### src/rtl/mips_run_ctrl.sv
// Run/debug sequencer for mips_single: reset, gated run, register-file dump stream.
// Optional breakpoint stop is compiled in with `define RUN_CTRL_BKPT_EN.
module mips_run_ctrl #(
   parameter int ADDR_W     = 32,
   parameter int RST_CYCLES = 2,
   parameter int CNT_W      = 32,
   parameter int MAX_CYCLES = 701,
   parameter int DUMP_FIRST = 0,
   parameter int DUMP_LAST  = 31
) (
   input  logic              clk,
   input  logic              reset,
   input  logic              start,
   input  logic [ADDR_W-1:0] start_addr,
   input  logic              abort,
   input  logic              bkpt_en,
   input  logic [ADDR_W-1:0] bkpt_addr,
   output logic              cpu_reset,
   output logic              cpu_clk_en,
   output logic [ADDR_W-1:0] cpu_start_addr,
   output logic [4:0]        cpu_peek_addr,
   input  logic              cpu_done,
   input  logic [31:0]       cpu_show,
   input  logic [ADDR_W-1:0] cpu_pc,
   output logic              dump_valid,
   input  logic              dump_ready,
   output logic [4:0]        dump_idx,
   output logic [31:0]       dump_data,
   output logic              busy,
   output logic              finished,
   output logic [2:0]        status,
   output logic [CNT_W-1:0]  cycle_count,
   output logic [2:0]        dbg_state
);

   typedef enum logic [2:0] {S_IDLE, S_RESET, S_RUN, S_DUMP, S_END} state_t;

   localparam int RCW = (RST_CYCLES > 1) ? $clog2(RST_CYCLES) : 1;
   localparam logic [RCW-1:0]   RST_LAST  = RCW'(RST_CYCLES - 1);
   localparam logic [CNT_W-1:0] CNT_MAX   = {CNT_W{1'b1}};
   localparam logic [CNT_W-1:0] LIMIT     = CNT_W'(MAX_CYCLES);
   localparam logic [4:0]       IDX_FIRST = 5'(DUMP_FIRST);
   localparam logic [4:0]       IDX_LAST  = 5'(DUMP_LAST);

   localparam logic [2:0] ST_NONE = 3'd0, ST_DONE = 3'd1, ST_TIMEOUT = 3'd2,
                          ST_BKPT = 3'd3, ST_ABORT = 3'd4;

   state_t              state_q, state_d;
   logic [RCW-1:0]      rst_cnt_q, rst_cnt_d;
   logic                cpu_reset_q, cpu_reset_d;
   logic [ADDR_W-1:0]   start_addr_q, start_addr_d;
   logic [CNT_W-1:0]    cycle_q, cycle_d;
   logic [2:0]          status_q, status_d;
   logic [4:0]          load_idx_q, load_idx_d;
   logic                last_loaded_q, last_loaded_d;
   logic                dv_q, dv_d;
   logic [4:0]          di_q, di_d;
   logic [31:0]         dd_q, dd_d;

   logic bkpt_hit, limit, stop;

`ifdef RUN_CTRL_BKPT_EN
   assign bkpt_hit = bkpt_en && (cpu_pc == bkpt_addr);
`else
   logic unused_bkpt;
   assign unused_bkpt = ^{bkpt_en, bkpt_addr, cpu_pc};
   assign bkpt_hit    = 1'b0;
`endif

   // The CPU edge is withheld in the very cycle a stop condition is seen.
   assign limit      = (MAX_CYCLES != 0) && (cycle_q == LIMIT);
   assign stop       = abort || cpu_done || bkpt_hit || limit;
   assign cpu_clk_en = (state_q == S_RUN) && !stop;

   always_comb begin
      state_d       = state_q;
      rst_cnt_d     = rst_cnt_q;
      cpu_reset_d   = cpu_reset_q;
      start_addr_d  = start_addr_q;
      cycle_d       = cycle_q;
      status_d      = status_q;
      load_idx_d    = load_idx_q;
      last_loaded_d = last_loaded_q;
      dv_d          = dv_q;
      di_d          = di_q;
      dd_d          = dd_q;
      case (state_q)
         S_IDLE: begin
            if (start) begin
               start_addr_d = start_addr;
               cycle_d      = '0;
               status_d     = ST_NONE;
               cpu_reset_d  = 1'b1;
               rst_cnt_d    = '0;
               state_d      = S_RESET;
            end
         end
         S_RESET: begin
            if (rst_cnt_q == RST_LAST) begin
               cpu_reset_d = 1'b0;
               state_d     = S_RUN;
            end else begin
               rst_cnt_d = rst_cnt_q + 1'b1;
            end
         end
         S_RUN: begin
            if (stop) begin
               if (abort) begin
                  status_d = ST_ABORT;
                  state_d  = S_END;
               end else begin
                  status_d      = cpu_done ? ST_DONE : (bkpt_hit ? ST_BKPT : ST_TIMEOUT);
                  load_idx_d    = IDX_FIRST;
                  last_loaded_d = 1'b0;
                  dv_d          = 1'b0;
                  state_d       = S_DUMP;
               end
            end else if (cycle_q != CNT_MAX) begin
               cycle_d = cycle_q + 1'b1;
            end
         end
         S_DUMP: begin
            // Output slot is refilled whenever it is empty or being accepted.
            if (abort) begin
               dv_d     = 1'b0;
               status_d = ST_ABORT;
               state_d  = S_END;
            end else if (!dv_q || dump_ready) begin
               if (!last_loaded_q) begin
                  dv_d = 1'b1;
                  di_d = load_idx_q;
                  dd_d = cpu_show;
                  if (load_idx_q == IDX_LAST) last_loaded_d = 1'b1;
                  else                        load_idx_d    = load_idx_q + 5'd1;
               end else begin
                  dv_d    = 1'b0;
                  state_d = S_END;
               end
            end
         end
         S_END:   state_d = S_IDLE;
         default: state_d = S_IDLE;
      endcase
   end

   always_ff @(posedge clk or negedge reset) begin
      if (!reset) begin
         state_q       <= S_IDLE;
         rst_cnt_q     <= '0;
         cpu_reset_q   <= 1'b1;
         start_addr_q  <= '0;
         cycle_q       <= '0;
         status_q      <= ST_NONE;
         load_idx_q    <= '0;
         last_loaded_q <= 1'b0;
         dv_q          <= 1'b0;
         di_q          <= '0;
         dd_q          <= '0;
      end else begin
         state_q       <= state_d;
         rst_cnt_q     <= rst_cnt_d;
         cpu_reset_q   <= cpu_reset_d;
         start_addr_q  <= start_addr_d;
         cycle_q       <= cycle_d;
         status_q      <= status_d;
         load_idx_q    <= load_idx_d;
         last_loaded_q <= last_loaded_d;
         dv_q          <= dv_d;
         di_q          <= di_d;
         dd_q          <= dd_d;
      end
   end

   assign cpu_reset      = cpu_reset_q;
   assign cpu_start_addr = start_addr_q;
   assign cpu_peek_addr  = load_idx_q;
   assign dump_valid     = dv_q;
   assign dump_idx       = di_q;
   assign dump_data      = dd_q;
   assign busy           = (state_q != S_IDLE);
   assign finished       = (state_q == S_END);
   assign status         = status_q;
   assign cycle_count    = cycle_q;
   assign dbg_state      = state_q;

endmodule

### config.mk
export PLATFORM = sky130hd
export DESIGN_NAME = mips_run_ctrl
export DESIGN_NICKNAME = d
export VERILOG_FILES = /design/src/rtl/mips_run_ctrl.sv
export SDC_FILE = /design/constraint.sdc
export NUM_CORES = 1
export LEC_CHECK = 0
export ABC_AREA = 1
export CAP_MARGIN = 40
export CORE_MARGIN = 2
export CORE_UTILIZATION = 43
export CTS_CLUSTER_SIZE = 20
export DETAILED_ROUTE_END_ITERATION = 16
export PLACE_DENSITY = 0.88
export SYNTH_ARGS = -nofsm -noshare
export SYNTH_HDL_FRONTEND = slang
export SYNTH_SLANG_ARGS = --single-unit
export TNS_END_PERCENT = 1
### constraint.sdc
create_clock -name clk -period 2 [get_ports clk]
set_clock_uncertainty 0.15 [all_clocks]
set_input_delay 0.6 -clock clk [delete_from_list [all_inputs] [get_ports clk]]
set_output_delay 0.6 -clock clk [all_outputs]
set_load 0.02 [all_outputs]
# After elaboration in Yosys (flattened, before gate mapping)
# Index checks and enable logic that the tools add are counted.
# totals
input_bits,135
register_bits,116
output_inout_bits,117
word_cells,100
# classes
addsub,3
n_reduce_logical,22
bitwise,2
n_mux,42
eq_ne,20
# ops
cell,n
two-way mux 32 bit,3
case mux 32 bit (2 select lines),1
two-way mux 3 bit,11
adder 32 x 1 -> 32 bit (second input constant),1
equality test 32 x 10 -> 1 bit (second input constant),1
inequality test 32 bit (second input constant),1
two-way mux 5 bit,6
inequality test 2 bit (second input constant),10
AND reduction 4 bit,4
two-way mux 1 bit,13
case mux 3 bit (4 select lines),1
case mux 5 bit (2 select lines),1
AND reduction 5 bit,2
case mux 3 bit (3 select lines),1
case mux 1 bit (2 select lines),4
AND reduction 7 bit,1
equality test 3 x 2 -> 1 bit (second input constant),2
inequality test 3 bit (second input constant),2
nonzero test 2 bit,3
nonzero test 3 bit,2
adder 5 x 1 -> 5 bit (second input constant),1
equality test 5 bit (second input constant),1
AND reduction 2 bit,2
equality test 3 x 1 -> 1 bit (second input constant),1
other kinds (10),14

# Depth between registers and ports, before layout
# logic_depth
ltp_word,6
depth_mapped,13
ltp_nobuf,12

# Least setup slack after synthesis
# OpenSTA, ideal clock, no wires.
# synth_timing
path_type,register to output
start,register cycle_q[3] (netlist: cycle_count[3])
end,output cpu_clk_en
t_arrival_ps,1297
required_ps,1250
setup_slack_ps,-47
stages_incl_launch_ff,8
n_path_buf,0
path_cell_list,dfrtp_1 -> nand2_1 -> nor2_2 -> nand2_1 -> nor2_1 -> nand2_1 -> nand2_1 -> inv_1
# synth_between
elab_chain_cells,4
# synth_lines
item,line_no,source
start: declaration,52,"logic [CNT_W-1:0] cycle_q, cycle_d;"
start signal: assignment,164,cycle_q <= cycle_d;
equality test 32 x 10 -> 1 bit,71,assign limit = (MAX_CYCLES != 0) && (cycle_q == LIMIT);
logical OR 1 bit,72,assign stop = abort || cpu_done || bkpt_hit || limit;
logical NOT 1 bit,73,assign cpu_clk_en = (state_q == S_RUN) && !stop;
logical AND 1 bit,73,
end: declaration,19,"output logic cpu_clk_en,"
# Every way passes these cells.

# Worst setup path after layout
# layout_timing
start,register cycle_q[1] (netlist: cycle_count[1])
end,output cpu_clk_en
# Same word-level chain as after synthesis.

==> flow_summary.rst <==
.. list-table::
   :header-rows: 1

   * - Metric
     - Value
   * - Status
     - finished, violations left
   * - Failing checks
     - negative setup slack
   * - Count of endpoints failing setup in the final report
     - 3
   * - Width of the chip
     - 121 um
   * - RD Place Congestion
     - 0.963
   * - Area enclosed by the die boundary
     - 14600 um^2
   * - Clk pwr share
     - 26.9%
   * - Largest buffer count on any clock path
     - 2
   * - Cell count of the worst hold path
     - 2
   * - Average cell area after synthesis
     - 7.79 um^2
   * - Initial core utilization
     - 44.2%
   * - CTS root buf
     - sky130_fd_sc_hd__clkbuf_16
   * - Critical path data arrival time
     - 1700 ps
   * - Syn Nets
     - 890
   * - Number of enable-type register cells in the synthesized netlist
     - 0
   * - TritonCTS clock tree
     - built
   * - Number of buffers inserted by post-CTS setup repair
     - 0
   * - Number of maximum-capacitance violations
     - 0
   * - Cell depth of the worst flop-to-flop path
     - 13
   * - Worst min-delay path class
     - reg2reg
   * - Total vias in the final route
     - 6068
   * - Yosys cell types
     - 35
   * - Largest net degree at the start of global routing
     - 43
   * - Share of synthesized registers carrying an async set or reset
     - 100%
   * - Largest vdd supply drop
     - 0.00115 V
   * - Violation count after the first detailed-routing iteration
     - 387
   * - Total number of clock tree sinks
     - 116
   * - Combinational group share of total power
     - 42.6%
   * - Final #Nets
     - 1164
   * - Class of the most critical setup path
     - reg2out
   * - Worst Setup Start Kind
     - register
   * - Detailed-route vias per instance
     - 5.00
   * - Switching share of total power
     - 39.2%
   * - Yosys warning count
     - 0
   * - Part of the total power dissipated in sequential elements
     - 30.5%
   * - Register bit count reported by yosys
     - 116
   * - Number of max-slew violations in the final report
     - 0
   * - Total power of the final layout
     - 0.0116 W
   * - Power Density
     - 1280 nW/um^2
   * - Final wirelength
     - 18.3 mm
   * - Leakage dissipation
     - 4.60 nW
   * - Inserted Clock Buffers
     - 17
   * - Post-route antenna net violation count
     - 0
   * - RSZ-0062 raised after global routing
     - yes
   * - Combined area of all synthesized cells
     - 5850 um^2
   * - Gr usage total
     - 26.4%
   * - Slowest library cell on the worst path
     - sky130_fd_sc_hd__dfrtp_1
   * - Final-layout worst hold slack
     - 317 ps
   * - H-tree depth
     - 4
   * - Slew margin rel.
     - 71.0%
   * - Power spent charging and discharging nets
     - 0.00454 W
   * - Number of gates on the worst path with buffers counted
     - 10
   * - Crit-path max FO
     - 2
   * - Number of global-route vias before repair
     - 6235
   * - Sort of element at the end of the critical path
     - output port
   * - Area leader, netlist
     - sky130_fd_sc_hd__dfrtp_1
   * - Global-route wire length before repair
     - 29.9 mm
   * - GR Overflow Total
     - 0
   * - Multi-input logic area
     - 2670 um^2
   * - DP HPWL
     - 13.2 mm
   * - DRT Pass-1 Iters
     - 5
   * - Total negative slack
     - -698 ps
   * - Share of post-route cells with drive strength above 1
     - 21.4%
   * - Final period util
     - 122%
   * - Cells after synthesis
     - 751
   * - Diode count
     - 0
   * - Smallest setup slack after layout
     - -446 ps
   * - Worst slack at placement
     - -957 ps
   * - Fillers
     - 1039
   * - Layout-stage area growth over the synthesis result
     - 54.6%
   * - Routed wire per std cell
     - 15.1 um
   * - WP buf/inv
     - 3
   * - Fraction of synthesized cell area taken by the top area cell type
     - 49.2%
   * - Slew at the pin closest to its max-slew limit
     - 436 ps
   * - Largest stage delay, worst path
     - 380 ps
   * - Top library cells by usage in the layout, fill and taps aside
     - sky130_fd_sc_hd__nand2_1, sky130_fd_sc_hd__dfrtp_1, sky130_fd_sc_hd__nor2_1
   * - Internal power of the cells
     - 0.00703 W
   * - Floorplan Core Area
     - 13200 um^2
   * - Row count
     - 42
   * - Clock network latency to the later pin of the worst-skew pair
     - 410 ps
   * - Cell type group with the largest total delay on the critical path
     - simple AND/OR/NAND/NOR gates
   * - Fmax
     - 0.409 GHz
   * - Synth top area cells
     - sky130_fd_sc_hd__dfrtp_1, sky130_fd_sc_hd__nand2_1, sky130_fd_sc_hd__nor2_1
   * - Most used flip-flop cell after synthesis
     - sky130_fd_sc_hd__dfrtp_1
   * - Footprint of the flip-flops and latches
     - 2910 um^2
   * - Antenna violations before repair
     - 0
   * - Total DRC errors in the routed layout
     - 0
   * - Cell mode on critical path
     - sky130_fd_sc_hd__nand2_1
   * - Count of buffers inserted at the top-level ports
     - 186
   * - Chain of cells forming the critical path
     - inv_1 > ha_1 > nand2_1 > nor2_1 > nand2_1 > nor2_2 > nand2_2 > nand2_4 > inv_2 > buf_6
   * - Final hold violations
     - 0
   * - Commonest non-fill, non-tap cell in the layout
     - sky130_fd_sc_hd__nand2_1
   * - Proportion of synthesized chip area in sequential cells
     - 49.6%
   * - Vertical die dimension
     - 121 um
   * - Fin crit period
     - 2450 ps
   * - Data required time of the worst path
     - 1250 ps
   * - I/O pin count
     - 252
   * - Clock input transition at the sequential cells of the worst setup and hold paths
     - 50 ps
## area by class of cell
type / instances / share of cell area, %
clock buffer: 18 / 4.74
clock inverter: 14 / 1.96
sequential: 116 / 32.1
inverter: 54 / 2.24
multi-input combinational: 559 / 29.5
tap: 176 / 2.43
timing repair buffer: 277 / 27.0
## metal layers
layer	vias to the layer above	track usage, %	part of all wire (%)
met4	0	10.3	2.6
met3	48	7.97	7.9
li1	2921	-	-
met1	2835	31.0	39
met2	264	45.3	50
met5	-	0	0
## worst reg2reg max path, stage by stage (launching register included)
cell                      delay, ps
sky130_fd_sc_hd__dfrtp_2        400
sky130_fd_sc_hd__buf_4          150
sky130_fd_sc_hd__ha_1           210
sky130_fd_sc_hd__nand3_1        120
sky130_fd_sc_hd__inv_2           60
sky130_fd_sc_hd__nand2_2         70
sky130_fd_sc_hd__nor2_2          50
sky130_fd_sc_hd__nand2_1         80
sky130_fd_sc_hd__nand2_2         70
sky130_fd_sc_hd__nand2_4        110
sky130_fd_sc_hd__nand3_4         90
sky130_fd_sc_hd__buf_12         170
sky130_fd_sc_hd__nand2_1         90
sky130_fd_sc_hd__nand2_1         60
## stage by stage
| step | cell area [um^2] | cells | util (%) |
|---|---|---|---|
| final | 9040 | 1214 | 68.3 |
| after global routing | 9040 | 1214 | 68.3 |
| after CTS | 9160 | 1214 | 69.2 |
| after detailed placement | 8600 | 1181 | 65.0 |
| after global placement | 8600 | 1181 | 65.0 |
| after floorplan | 5860 | 751 | - |
## power groups by stage
stage	clock, W	combinational, W	sequential (W)
floorplan	0	0.00176	0.00443
global placement	0	0.00522	0.00350
detailed placement	0	0.00536	0.00356
CTS	0.00316	0.00495	0.00352
global route	0.00327	0.00529	0.00361
finish	0.00311	0.00493	0.00353
## flip-flops by register name (all words and copies together) (netlist names)
name,count
cpu_start_addr,32
dbg_state,3
dump_idx,5
dump_valid,1
dump_data,32
cpu_peek_addr,5
cycle_count,32
status,3
rst_cnt_q,1
cpu_reset,1
last_loaded_q,1
## timing repair
item                                    4_1_cts  5_1_grt
gates resized for setup                     186       36
pin swaps                                     4        2
hold buffers                                  1        0
hold endpoints to repair                     27        0
endpoints found under the setup margin      148       79
## cells by family (layout without fill, tap and decap cells)
| group | count (synthesis) | count (layout) | share of synthesized area [%] |
|---|---|---|---|
| and+or+nand+nor | 484 | 484 | 33.6 |
| adders and majority gates | 4 | 4 | 0.855 |
| DFF | 116 | 116 | 49.6 |
| xor gates and xnor gates | 5 | 5 | 0.749 |
| AOI/OAI and AO/OA | 31 | 31 | 2.97 |
| muxes | 35 | 35 | 6.74 |
| buffers and inverters | 76 | 363 | 5.45 |
## Yosys cell counts (2+ instances only)
cell type / count
sky130_fd_sc_hd__inv_2: 2
sky130_fd_sc_hd__nand3_1: 45
sky130_fd_sc_hd__inv_1: 52
sky130_fd_sc_hd__xor2_1: 3
sky130_fd_sc_hd__mux2_1: 8
sky130_fd_sc_hd__a21oi_1: 6
sky130_fd_sc_hd__nor2_1: 104
sky130_fd_sc_hd__mux2_2: 27
sky130_fd_sc_hd__buf_2: 9
sky130_fd_sc_hd__nor3_1: 6
sky130_fd_sc_hd__o21a_1: 2
sky130_fd_sc_hd__clkbuf_1: 8
sky130_fd_sc_hd__o21ai_0: 16
sky130_fd_sc_hd__xnor2_1: 2
sky130_fd_sc_hd__dfrtp_1: 115
sky130_fd_sc_hd__buf_6: 3
sky130_fd_sc_hd__ha_1: 4
sky130_fd_sc_hd__o21ai_1: 2
sky130_fd_sc_hd__nand2_2: 6
sky130_fd_sc_hd__nand2_1: 302
sky130_fd_sc_hd__buf_1: 2
sky130_fd_sc_hd__nand4_1: 10
sky130_fd_sc_hd__nor2_2: 5
## final timing paths
check	from	to	slack [ps]
worst max-delay path	cycle_count[1]	cpu_clk_en	-450
worst min-delay path	cpu_start_addr[4]	cpu_start_addr[4]	320
worst max register to register	cycle_count[0]	cycle_count[27]	0
worst min register to register	cpu_start_addr[4]	cpu_start_addr[4]	320
max in group asynchronous	reset	cycle_count[3]	580
min in group asynchronous	reset	cycle_count[26]	550
No activity file was read; power rests on OpenSTA's default activity.
